<file path="src/rtl/nebula_pkg.sv">
// Shared constants for the Nebula NoC router arbiters.
package nebula_pkg;

   localparam int NEBULA_DEFAULT_REQS = 4;

endpackage : nebula_pkg

</file>
<file path="src/rtl/nebula_fixed_prio_enc.sv">
// LSB-first fixed-priority encoder: lowest set bit wins, reported as one-hot, index and valid.
module nebula_fixed_prio_enc #(
   parameter int N = 4,
   parameter int W = $clog2(N)
) (
   input  logic [N-1:0] req,
   output logic [N-1:0] onehot,
   output logic [W-1:0] idx,
   output logic         valid
);

   always_comb begin
      onehot = '0;
      idx    = '0;
      valid  = 1'b0;
      for (int i = 0; i < N; i++) begin
         if (req[i] && !valid) begin
            onehot[i] = 1'b1;
            idx       = W'(i);
            valid     = 1'b1;
         end
      end
   end

endmodule : nebula_fixed_prio_enc

</file>
<file path="src/rtl/nebula_rr_arbiter.sv">
// Round-robin arbiter: combinational grant from req and a registered priority pointer
// that moves one past the last winner.
module nebula_rr_arbiter
   import nebula_pkg::*;
#(
   parameter int NUM_REQS  = NEBULA_DEFAULT_REQS,
   parameter int REQ_WIDTH = $clog2(NUM_REQS)
) (
   input  logic                 clk,
   input  logic                 rst_n,
   input  logic [NUM_REQS-1:0]  req,
   output logic [NUM_REQS-1:0]  grant,
   output logic                 grant_valid,
   output logic [REQ_WIDTH-1:0] grant_id
);

   // No handshake: a valid grant is consumed in the cycle it is shown; callers gate req.

   logic [REQ_WIDTH-1:0] prio_ptr_q, prio_ptr_d;
   logic [NUM_REQS-1:0]  mask;
   logic [NUM_REQS-1:0]  masked_req;
   logic [NUM_REQS-1:0]  masked_onehot, unmasked_onehot;
   logic [REQ_WIDTH-1:0] masked_idx, unmasked_idx;
   logic                 masked_valid, unmasked_valid;

   always_comb begin
      mask = '0;
      for (int i = 0; i < NUM_REQS; i++) begin
         mask[i] = (REQ_WIDTH'(i) >= prio_ptr_q);
      end
   end

   assign masked_req = req & mask;

   nebula_fixed_prio_enc #(.N(NUM_REQS), .W(REQ_WIDTH)) u_masked_enc (
      .req    (masked_req),
      .onehot (masked_onehot),
      .idx    (masked_idx),
      .valid  (masked_valid)
   );

   nebula_fixed_prio_enc #(.N(NUM_REQS), .W(REQ_WIDTH)) u_unmasked_enc (
      .req    (req),
      .onehot (unmasked_onehot),
      .idx    (unmasked_idx),
      .valid  (unmasked_valid)
   );

   // Masked path covers ptr..N-1; when empty, the unmasked pick supplies the wrap to 0..ptr-1.
   always_comb begin
      grant       = masked_valid ? masked_onehot : unmasked_onehot;
      grant_id    = masked_valid ? masked_idx    : unmasked_idx;
      grant_valid = masked_valid | unmasked_valid;
   end

   always_comb begin
      prio_ptr_d = prio_ptr_q;
      if (grant_valid) begin
         if (grant_id == REQ_WIDTH'(NUM_REQS - 1)) begin
            prio_ptr_d = '0;
         end else begin
            prio_ptr_d = grant_id + REQ_WIDTH'(1);
         end
      end
   end

   always_ff @(posedge clk) begin
      if (!rst_n) begin
         prio_ptr_q <= '0;
      end else begin
         prio_ptr_q <= prio_ptr_d;
      end
   end

endmodule : nebula_rr_arbiter

</file>
<file path="config.mk">
export PLATFORM = sky130hd
export DESIGN_NAME = nebula_rr_arbiter
export DESIGN_NICKNAME = d
export VERILOG_FILES = /design/src/rtl/nebula_pkg.sv /design/src/rtl/nebula_fixed_prio_enc.sv /design/src/rtl/nebula_rr_arbiter.sv
export SDC_FILE = /design/constraint.sdc
export NUM_CORES = 1
export LEC_CHECK = 0
export ABC_AREA = 1
export CAP_MARGIN = 25
export CORE_AREA = 2 2 39 41
export DETAILED_ROUTE_END_ITERATION = 6
export DIE_AREA = 0 0 41 43
export GPL_ROUTABILITY_DRIVEN = 0
export GPL_TIMING_DRIVEN = 0
export PLACE_DENSITY_LB_ADDON = 0.15
export SYNTH_ARGS = -nofsm -noshare
export SYNTH_HDL_FRONTEND = slang
export SYNTH_SLANG_ARGS = --single-unit
</file>
<file path="constraint.sdc">
create_clock -name clk -period 1 [get_ports clk]
set_input_delay 0.25 -clock clk [delete_from_list [all_inputs] [get_ports clk]]
set_output_delay 0.25 -clock clk [all_outputs]
set_load 0.01 [all_outputs]
</file>
==> results.md, run 1 <==
* Status: finished, violations left
* Violated checks: setup timing
* Fin crit share at 163%
* WP data arrival at between 1 and 1.5 ns
* Worst Setup End Kind: output port
* Crit path cell chain: nor2_4, a21oi_2, buf_4, nand4_1, buf_4, nand2_2, buf_6
* Mean Syn Cell Area at 5.89 µm²
* Largest reg by FF count: prio_ptr_q
* Least-Margin Pin Slew at 0.197 ns
* Via/cell ratio at 4.31
* # hold bufs at CTS at 0
* Final core occ at 36.8%
* # diodes at 0
* Antenna violations before repair at 0
* Hold Path Depth at 5
* Post-route cell area at 509 µm²
* Total power draw at 0.564 mW
* Placed cells at 62
* DRC viols at 0
* Num rows at 14
* CP bufs+invs at 3
* CP peak stage delay at 0.37 ns
* Nets at 70
* Clock Tree Buf Depth at 2
* Dpl hpwl at about 480 µm
* Skew-Pair Late Insertion Delay at roughly 0.22 ns
* Delay-heaviest family, CP: buffers and inverters
* CP Max Fanout at 5
* WP data required at roughly 0.75 ns
* Area of the mapped netlist at 200 µm²
* Syn Nets at 40
* Cts bufs inserted at 3
* Cells on worst reg2reg path at 8
* Number of distinct library cells after synthesis at 13
* Final setup violation count at 9
* RR Endpoint: prio_ptr_q[1]
* Biggest regs: prio_ptr_q: 2 flops
* Cells after Synth at 34
* # fillers at between 150 and 200
* Port-buffer cells at 12
* #FFs+latches synth at 2
* Starting Density at around 14%
* Worst VDD drop at 665 µV
* Worst-path clk slew at approximately 0.03 ns
* Worst Setup Start Kind: flip-flop
* Post-placement cell area at approximately 370 µm²
* CTS tree: done
* Pwr per Cell Area at around 1100 nW/µm²
* Final WS setup at -0.633 ns
* Critical path's slowest cell: dfxtp_4
* Final hold viol count at 0
* Setup WS pre-CTS at -1.24 ns
* Hold WC Path Type: input port to flip-flop
* Die H at ~43 µm
* Share of layout cells above drive strength 1 at between 70% and 80%
* Min-delay src: req[2]
* DRT iter0 DRCs at 1
* Antenna Violating Nets Remaining at 0
* Register area share after synthesis at roughly a fifth
* Worst flop-to-flop path startpoint: prio_ptr_q[1]
* Crit path time final at between 1.5 and 2 ns
* Via count at between 300 and 400
* Largest net degree at the start of global routing at 6
* CTS root buf: clkbuf_4
* Max Freq at a little over 0.6 GHz
* Hold endpoint: prio_ptr_q[1]
* Die X at just over 40 µm
* Total gr overflow at 0
* First-pass GRT wire length at roughly 1400 µm
* Non-filler cells, final at just under 80
* WS Path Type: flip-flop to output port
* Die area at between 1500 and 2000 µm²
* Worst reg-to-reg setup slack at -0.25 ns
* Worst Skew at approximately 0.0019 ns
* Total leakage power at between 0.2 and 0.25 nW
* Final Routed Wirelength at between 800 and 900 µm
* Total core area at 1380 µm²
* Fin. max-slew vios at 0
* RSZ-0062 raised after global routing: true
* Yosys Warn Count at 0
* Sinks on Clock Net at 2
* Vias in the first global route at between 300 and 400
* Commonest cells after routing, fill and taps aside: buf_4, buf_6, nand2_2, buf_2, inv_2
* Max cap viols at 0
* H-tree depth at 1
* Commonest non-fill, non-tap cell in the layout: buf_4
* Post-DR wirelength/cell at between 10 and 15 µm
* DRT Pass-1 Iters at 2
* Most used cell, CP: buf_4
* Max FFs per register at 2
* Synthesis-to-finish area growth at 154%
* Ports at 13
* Slew HR at 86.8%
* Total GRT Usage at 11.9%
## worst min-delay path, cell delays in order
cell and delay, ns:
buf_6 0.08, nand3_2 0.11, nand3_1 0.11, nor2_1 0.04, nor2_1 0.06
## synthesized netlist by cell type (all sizes together)
master	number	area share [%]
nor3	1	2.5
dfxtp	2	20
nand2	7	14
a21oi	1	4.4
nand4	3	12
o21ai	4	12
inv	6	11
nor2	5	9.4
nand3	4	10
o211ai	1	3.8
## through the flow
stage / hold WS, ns / setup TNS, ns
after global routing: 0.492 / -4.35
final: 0.470 / -3.76
after CTS: 0.440 / -3.80
after global placement: 0.543 / -8.85
after detailed placement: 0.547 / -8.55
after floorplan: 0.378 / -0.446
## layer usage
layer  GRT usage, %  share of wire (%)  wire (µm)  vias to the layer above
met1           14.3                 43        363                      156
met3           2.09                3.8         32                        0
li1               -                  -          -                      172
met2           19.1                 53        455                        8
met5              0                  0          0                        -
met4           6.00                  0          0                        0
## worst max path at each step
stage | start | endpoint | depth (start not counted)
2_1_floorplan | prio_ptr_q[1] | grant_id[0] | 4
3_3_place_gp | req[1] | grant_id[0] | 7
3_5_place_dp | req[1] | grant_id[0] | 7
4_1_cts | prio_ptr_q[1] | grant[2] | 7
5_1_grt | prio_ptr_q[1] | grant[2] | 7
6_report | prio_ptr_q[1] | grant[2] | 7
## what timing repair did
item                                    4_1_cts  5_1_grt
endpoints found under the setup margin        9        9
pin swaps                                     7        6
gates resized for setup                      63        3
setup buffers                                13        1
gates cloned                                  0        0
## where the power goes
group | switching (mW) | internal [mW]
registers | 0.0169 | 0.0922
logic | 0.130 | 0.152
clock network | 0.0416 | 0.132
total | 0.188 | 0.376
## cells by family (layout without fill, tap and decap cells)
group | after synthesis | after routing | synth area share, %
AO/OA/AOI/OAI | 6 | 6 | 20.0
buffers and inverters | 6 | 34 | 11.2
AND/OR/NAND/NOR | 20 | 20 | 48.7
flip-flops | 2 | 2 | 20.0
## cell type report
cell class / instances / area (µm²) / area share (%)
repair buffers: 25 / 215 / 42.3
multi-input cells: 26 / 181 / 35.6
flip-flops and latches: 2 / 45.0 / 8.85
inverters: 6 / 25.0 / 4.91
clock buffers: 3 / 22.5 / 4.42
well taps: 16 / 20.0 / 3.93
(Power assumes the default switching activity.)
==> run 2: changes to the inputs <==
--- a/config.mk
+++ b/config.mk
@@ -6,6 +6,7 @@
 export NUM_CORES = 1
 export LEC_CHECK = 0
 export ABC_AREA = 1
+export ABC_CLOCK_PERIOD_IN_PS = 1000
 export CAP_MARGIN = 25
 export CORE_AREA = 2 2 39 41
 export DETAILED_ROUTE_END_ITERATION = 6
==> results of run 2 <==
The final DEF is identical to that of run 1; final timing and power are the same.
